===== config.mk =====
export PLATFORM = sky130hd
export DESIGN_NAME = uart_cmd_parser
export DESIGN_NICKNAME = d
export VERILOG_FILES = /design/src/rtl/uart_cmd_parser.sv
export SDC_FILE = /design/constraint.sdc
export NUM_CORES = 1
export LEC_CHECK = 0
export ABC_AREA = 1
export CELL_PAD_IN_SITES_DETAIL_PLACEMENT = 1
export CELL_PAD_IN_SITES_GLOBAL_PLACEMENT = 1
export CORE_MARGIN = 2
export CORE_UTILIZATION = 47
export CTS_BUF_LIST = sky130_fd_sc_hd__clkbuf_8
export DETAILED_ROUTE_END_ITERATION = 12
export PLACE_DENSITY = 0.95
export SYNTH_ARGS = -nofsm -noshare
export SYNTH_HDL_FRONTEND = slang
export SYNTH_SLANG_ARGS = --single-unit

===== constraint.sdc =====
create_clock -name i_Clock -period 5.05 [get_ports i_Clock]
set_input_delay 1.515 -clock i_Clock [delete_from_list [all_inputs] [get_ports i_Clock]]
set_output_delay 1.515 -clock i_Clock [all_outputs]
set_load 0.02 [all_outputs]

===== src/rtl/uart_cmd_parser.sv =====
// UART command-frame parser: SYNC 0xAA, ID, LEN, LEN payload bytes [, CHK].
// Define CMD_CHECKSUM_EN to require and verify the trailing XOR checksum byte.
module uart_cmd_parser #(
   parameter int unsigned TIMEOUT_CLKS = 86800
) (
   input  logic        i_Clock,
   input  logic        i_Rst_n,
   input  logic        i_Rx_DV,
   input  logic [7:0]  i_Rx_Byte,
   output logic        o_Cmd_Valid,
   input  logic        i_Cmd_Ready,
   output logic [7:0]  o_Cmd_Id,
   output logic [3:0]  o_Cmd_Len,
   output logic [63:0] o_Cmd_Data,
   output logic        o_Frame_Err,
   output logic        o_Overrun
);

   localparam int unsigned TW = (TIMEOUT_CLKS > 2) ? $clog2(TIMEOUT_CLKS) : 1;
   localparam logic [TW-1:0] TMO_LAST = TW'(TIMEOUT_CLKS - 1);

   localparam logic [2:0] S_IDLE    = 3'd0;
   localparam logic [2:0] S_ID      = 3'd1;
   localparam logic [2:0] S_LEN     = 3'd2;
   localparam logic [2:0] S_PAYLOAD = 3'd3;
`ifdef CMD_CHECKSUM_EN
   localparam logic [2:0] S_CHK     = 3'd4;
`endif

   logic [2:0]    state_q, state_d;
   logic [7:0]    id_q, id_d;
   logic [3:0]    len_q, len_d;
   logic [3:0]    cnt_q, cnt_d;
   logic [63:0]   data_q, data_d;
   logic [TW-1:0] tmo_q, tmo_d;
`ifdef CMD_CHECKSUM_EN
   logic [7:0]    chk_q, chk_d;
`endif
   logic          done, err;

   logic          valid_q, ferr_q, ovr_q;
   logic [7:0]    out_id_q;
   logic [3:0]    out_len_q;
   logic [63:0]   out_data_q;

   always_comb begin
      state_d = state_q;
      id_d    = id_q;
      len_d   = len_q;
      cnt_d   = cnt_q;
      data_d  = data_q;
      tmo_d   = '0;
      done    = 1'b0;
      err     = 1'b0;
`ifdef CMD_CHECKSUM_EN
      chk_d   = chk_q;
`endif
      if (state_q != S_IDLE && !i_Rx_DV) begin
         if (tmo_q == TMO_LAST) begin
            err     = 1'b1;
            state_d = S_IDLE;
         end else begin
            tmo_d = tmo_q + 1'b1;
         end
      end
      if (i_Rx_DV) begin
         case (state_q)
            S_IDLE: begin
               if (i_Rx_Byte == 8'hAA) begin
                  state_d = S_ID;
                  cnt_d   = '0;
                  data_d  = '0;
`ifdef CMD_CHECKSUM_EN
                  chk_d   = '0;
`endif
               end
            end
            S_ID: begin
               id_d    = i_Rx_Byte;
               state_d = S_LEN;
`ifdef CMD_CHECKSUM_EN
               chk_d   = i_Rx_Byte;
`endif
            end
            S_LEN: begin
               len_d = i_Rx_Byte[3:0];
`ifdef CMD_CHECKSUM_EN
               chk_d = chk_q ^ i_Rx_Byte;
`endif
               if (i_Rx_Byte > 8'd8) begin
                  err     = 1'b1;
                  state_d = S_IDLE;
               end else if (i_Rx_Byte == 8'd0) begin
`ifdef CMD_CHECKSUM_EN
                  state_d = S_CHK;
`else
                  done    = 1'b1;
                  state_d = S_IDLE;
`endif
               end else begin
                  state_d = S_PAYLOAD;
               end
            end
            S_PAYLOAD: begin
               data_d[{cnt_q[2:0], 3'b000} +: 8] = i_Rx_Byte;
               cnt_d = cnt_q + 4'd1;
`ifdef CMD_CHECKSUM_EN
               chk_d = chk_q ^ i_Rx_Byte;
`endif
               if (cnt_q == len_q - 4'd1) begin
`ifdef CMD_CHECKSUM_EN
                  state_d = S_CHK;
`else
                  done    = 1'b1;
                  state_d = S_IDLE;
`endif
               end
            end
`ifdef CMD_CHECKSUM_EN
            S_CHK: begin
               state_d = S_IDLE;
               if (i_Rx_Byte == chk_q) done = 1'b1;
               else                    err  = 1'b1;
            end
`endif
            default: state_d = S_IDLE;
         endcase
      end
   end

   always_ff @(posedge i_Clock or negedge i_Rst_n) begin
      if (!i_Rst_n) begin
         state_q <= S_IDLE;
         id_q    <= '0;
         len_q   <= '0;
         cnt_q   <= '0;
         data_q  <= '0;
         tmo_q   <= '0;
`ifdef CMD_CHECKSUM_EN
         chk_q   <= '0;
`endif
      end else begin
         state_q <= state_d;
         id_q    <= id_d;
         len_q   <= len_d;
         cnt_q   <= cnt_d;
         data_q  <= data_d;
         tmo_q   <= tmo_d;
`ifdef CMD_CHECKSUM_EN
         chk_q   <= chk_d;
`endif
      end
   end

   // Output holding register runs independently of the parser; a completing
   // frame may replace the held command on the same edge it is handed off.
   always_ff @(posedge i_Clock or negedge i_Rst_n) begin
      if (!i_Rst_n) begin
         valid_q    <= 1'b0;
         out_id_q   <= '0;
         out_len_q  <= '0;
         out_data_q <= '0;
         ferr_q     <= 1'b0;
         ovr_q      <= 1'b0;
      end else begin
         ferr_q <= err;
         ovr_q  <= 1'b0;
         if (done) begin
            if (!valid_q || i_Cmd_Ready) begin
               valid_q    <= 1'b1;
               out_id_q   <= id_d;
               out_len_q  <= len_d;
               out_data_q <= data_d;
            end else begin
               ovr_q <= 1'b1;
            end
         end else if (valid_q && i_Cmd_Ready) begin
            valid_q <= 1'b0;
         end
      end
   end

   assign o_Cmd_Valid = valid_q;
   assign o_Cmd_Id    = out_id_q;
   assign o_Cmd_Len   = out_len_q;
   assign o_Cmd_Data  = out_data_q;
   assign o_Frame_Err = ferr_q;
   assign o_Overrun   = ovr_q;

endmodule

==> run_summary.xml <==
<?xml version="1.0" encoding="UTF-8"?>
<metrics>
  <group name="worst_setup_path">
    <metric name="timing.critical_path.required" unit="ns">5.46</metric>
    <metric name="cp-start-kind" unit="">input pin</metric>
    <metric name="crit_fanout" unit="">17</metric>
    <metric name="worst_ep_arrival_time" unit="ns">4.08</metric>
    <metric name="critPathKind" unit="">in2reg</metric>
    <metric name="critical_path.endpoint_type" unit="">flip-flop</metric>
    <metric name="regToRegEndpoint" unit="">o_Cmd_Data[37]</metric>
    <metric name="reg2reg_depth" unit="">11</metric>
    <metric name="worst_reg_to_reg_setup_slack" unit="ns">2.24</metric>
    <metric name="reg2reg_from" unit="">cnt_q[0]</metric>
  </group>
  <group name="clocking">
    <metric name="cts_tree" unit="">done</metric>
    <metric name="post_cts.repair.setup_buffers" unit="">0</metric>
    <metric name="post_cts_hold_buffer_count" unit="">0</metric>
    <metric name="number_of_buffers_created_by_cts" unit="">17</metric>
    <metric name="cts_sinks" unit="">179</metric>
    <metric name="cts.htree.levels" unit="">4</metric>
    <metric name="post_cts_resized" unit="">0</metric>
    <metric name="ctsLongestPathBuffers" unit="">2</metric>
    <metric name="cts_root_buffer" unit="">sky130_fd_sc_hd__clkbuf_8</metric>
    <metric name="clk_pin_slew" unit="ns">0.09</metric>
    <metric name="clock_insertion_delay_worst_skew" unit="ns">0.47</metric>
  </group>
  <group name="min_path">
    <metric name="holdPathStages" unit="">1</metric>
    <metric name="hold_class" unit="">reg2reg</metric>
    <metric name="hold_start" unit="">tmo_q[0]</metric>
    <metric name="hold-path-endpoint" unit="">tmo_q[0]</metric>
  </group>
  <group name="logic_synthesis">
    <metric name="ys_async_sr_fraction" unit="%">100.0</metric>
    <metric name="mappedNetlistNets" unit="">978</metric>
    <metric name="synth_top_area_share" unit="%">57.02</metric>
    <metric name="synth-edff-count" unit="">0</metric>
    <metric name="postSynth.topFlopCell" unit="">sky130_fd_sc_hd__dfrtp_1</metric>
    <metric name="ys_seq_area_share" unit="%">57.02</metric>
    <metric name="netlist_instances" unit="">960</metric>
    <metric name="ys_seq_elements" unit="">179</metric>
    <metric name="post_synth_instance_area" unit="um2">7855</metric>
    <metric name="yosys_warnings" unit="">0</metric>
    <metric name="netlist-cell-type-count" unit="">31</metric>
    <metric name="synth_area_leader_cell" unit="">sky130_fd_sc_hd__dfrtp_1</metric>
    <metric name="syn-mean-instance-area" unit="um2">8.182</metric>
    <metric name="synth_area_leaders" unit="">sky130_fd_sc_hd__dfrtp_1, sky130_fd_sc_hd__nand2_1, sky130_fd_sc_hd__nand3_1</metric>
  </group>
  <group name="place">
    <metric name="port-buffer-count" unit="">90</metric>
    <metric name="place_hpwl" unit="um">15910</metric>
    <metric name="place_area" unit="um2">8947</metric>
    <metric name="replace_congestion" unit="">0.8807</metric>
  </group>
  <group name="global_route">
    <metric name="grt_residual_overflow" unit="">0</metric>
    <metric name="antenna_found_initial" unit="">0</metric>
    <metric name="first_global_vias" unit="">7502</metric>
    <metric name="grt_util_all_layers" unit="%">28.09</metric>
    <metric name="grt_max_degree" unit="">100</metric>
    <metric name="grt_pass1_wl" unit="um">39160</metric>
  </group>
  <group name="power_and_ir_drop">
    <metric name="peakVddDrop" unit="mV">0.1654</metric>
    <metric name="power_leakage" unit="uW">0.004855</metric>
    <metric name="power.share.sequential" unit="%">58.3</metric>
    <metric name="power.density" unit="nW/um2">267.4</metric>
    <metric name="clock_power_share" unit="%">36.6</metric>
    <metric name="power.share.combinational" unit="%">5.0</metric>
    <metric name="power.switching_fraction" unit="%">26.38</metric>
    <metric name="switchingPower" unit="uW">655.9</metric>
    <metric name="power.internal" unit="uW">1831</metric>
  </group>
  <group name="floorplanning">
    <metric name="io_pins" unit="">91</metric>
    <metric name="die-width" unit="um">133.3</metric>
    <metric name="start_util" unit="%">47.71</metric>
    <metric name="die_y" unit="um">133.3</metric>
    <metric name="floorplan.core_area" unit="um2">16470</metric>
    <metric name="design.die.area" unit="um2">17760</metric>
    <metric name="floorplan.rows" unit="">47</metric>
  </group>
  <group name="flow_run">
    <metric name="max_cap_violations" unit="">0</metric>
  </group>
  <group name="detailed_routing">
    <metric name="route.detailed.vias_per_inst" unit="">5.456</metric>
    <metric name="routed_wl" unit="um">23900</metric>
    <metric name="final_antenna_net_count" unit="">0</metric>
    <metric name="vias" unit="">6973</metric>
    <metric name="route.detailed.drc" unit="">0</metric>
    <metric name="dr.first_iter.drc_count" unit="">479</metric>
    <metric name="first_pass_iters" unit="">5</metric>
    <metric name="post_drt_wl_per_cell" unit="um">18.70</metric>
  </group>
  <group name="cells_and_area">
    <metric name="post-route-cell-area" unit="um2">9299</metric>
    <metric name="final.fill_count" unit="">2027</metric>
    <metric name="finalNetCount" unit="">1063</metric>
    <metric name="layout-drive-gt1-share" unit="%">5.293</metric>
    <metric name="syn_to_final_growth" unit="%">18.38</metric>
    <metric name="antenna_diode_count" unit="">0</metric>
  </group>
  <group name="timing">
    <metric name="max-slew-margin-rel" unit="%">29.96</metric>
    <metric name="tns" unit="ns">0</metric>
    <metric name="period_share" unit="%">72.76</metric>
    <metric name="worst-slew-pin-transition" unit="ns">1.043</metric>
    <metric name="period_minus_slack" unit="ns">3.675</metric>
    <metric name="fin_skew" unit="ns">0.01685</metric>
    <metric name="grt_setup_unrepaired" unit="">false</metric>
    <metric name="setup_viol" unit="">0</metric>
    <metric name="maxClockFrequency" unit="GHz">0.2721</metric>
    <metric name="timing.final.hold_violations" unit="">0</metric>
    <metric name="report.final.slew_viol_count" unit="">0</metric>
  </group>
  <group name="run_status">
    <metric name="status" unit="">finished, final reports clean</metric>
  </group>
</metrics>
## stage by stage
step                      power, uW  cells  util [%]  hold slack, ns  setup WS (ns)
after floorplan                1534    960         -          0.4326          2.262
after global placement         1591   1246     54.34          0.4476          1.195
after detailed placement       1598   1246     54.34          0.4552          1.034
after CTS                      2501   1278     56.47          0.4803          1.478
after global routing           2578   1278     56.47          0.4913          1.263
final                          2487   1278     56.47          0.4741          1.375
## area by class of cell
type	instances	area [um2]	area share (%)
Inverter	57	214.0	2.301
Sequential cell	179	4479	48.17
Timing Repair Buffer	99	994.7	10.70
Clock inverter	14	103.9	1.117
Multi-Input combinational cell	691	2984	32.09
Tap cell	220	275.3	2.960
Clock buffer	18	247.7	2.664
## worst max-delay path: stages
cell,delay (ns)
sky130_fd_sc_hd__clkdlybuf4s50_1,0.40
sky130_fd_sc_hd__buf_4,0.20
sky130_fd_sc_hd__inv_2,0.26
sky130_fd_sc_hd__nor2_4,0.10
sky130_fd_sc_hd__inv_2,0.19
sky130_fd_sc_hd__nand2_1,0.36
sky130_fd_sc_hd__o21ai_1,0.54
sky130_fd_sc_hd__nand2_1,0.16
sky130_fd_sc_hd__nand2_1,0.16
sky130_fd_sc_hd__nand3_1,0.09
sky130_fd_sc_hd__nand2_1,0.09
## sequential cells by signal (all words and copies together) (netlist names)
signal / count
data_q: 64
cnt_q: 4
o_Cmd_Data: 64
len_q: 4
tmo_q: 17
o_Cmd_Valid: 1
id_q: 8
o_Cmd_Id: 8
o_Overrun: 1
o_Frame_Err: 1
o_Cmd_Len: 4
state_q: 3
## placed cells by master (no fill, tap or decap), drive strengths merged, types with 2 or more instances in the layout
cell	count
nand3	111
clkdlybuf4s50	89
xor2	8
xnor2	3
nor2	64
dfrtp	179
inv	63
clkinv	4
nor3b	2
nand4	7
nor3	17
clkbuf	18
clkinvlp	4
ha	6
o21ai	22
a21oi	4
buf	10
nand2	439
nand3b	2
nor4	2
## routing by layer
layer	share of wire [%]	global-route usage (%)	routed length (um)
met4	3.6	12.00	859
met3	3.8	5.213	904
met5	0	0	0
met2	51	48.45	12190
met1	42	34.74	9946
## synthesized netlist by cell type, types with 5 or more instances
master / n
sky130_fd_sc_hd__inv_1: 53
sky130_fd_sc_hd__ha_1: 6
sky130_fd_sc_hd__dfrtp_1: 179
sky130_fd_sc_hd__xor2_1: 8
sky130_fd_sc_hd__buf_2: 5
sky130_fd_sc_hd__nand3_1: 111
sky130_fd_sc_hd__clkbuf_1: 13
sky130_fd_sc_hd__buf_4: 6
sky130_fd_sc_hd__nor2_1: 62
sky130_fd_sc_hd__buf_1: 5
sky130_fd_sc_hd__nor3_1: 17
sky130_fd_sc_hd__nand2_1: 438
sky130_fd_sc_hd__nand4_1: 7
sky130_fd_sc_hd__o21ai_0: 17
## power by group through the flow
stage          combinational, uW  sequential (uW)  clock (uW)
4_1_cts                      125             1450         926
3_5_place_dp                 120             1480           0
6_report                     125             1450         911
3_3_place_gp                 114             1480           0
2_1_floorplan               59.3             1480           0
5_1_grt                      141             1450         985
## cells by family (layout without fill, tap and decap cells)
| family | count (synthesis) | in the layout | synth area share (%) |
|---|---|---|---|
| flip-flops | 179 | 179 | 57.02 |
| AND/OR/NAND/NOR | 646 | 646 | 33.61 |
| AO/OA/AOI/OAI | 28 | 28 | 2.135 |
| adder cells (fa/ha/maj) | 6 | 6 | 0.9557 |
| buffers and inverters | 90 | 188 | 5.049 |
| XOR/XNOR | 11 | 11 | 1.227 |
## how the worst max path moves through the flow
stage                       start              to  slack (ns)  cells after the start
final                     i_Rx_DV  o_Cmd_Data[30]        1.38                     11
after global routing      i_Rx_DV  o_Cmd_Data[30]        1.26                     11
after CTS                 i_Rx_DV  o_Cmd_Data[28]        1.48                     11
after detailed placement  i_Rx_DV  o_Cmd_Data[26]        1.03                     11
after global placement    i_Rx_DV   o_Cmd_Data[7]        1.20                      9
after floorplan           i_Rx_DV   o_Cmd_Data[0]        2.26                     10
(Power assumes the default switching activity.)
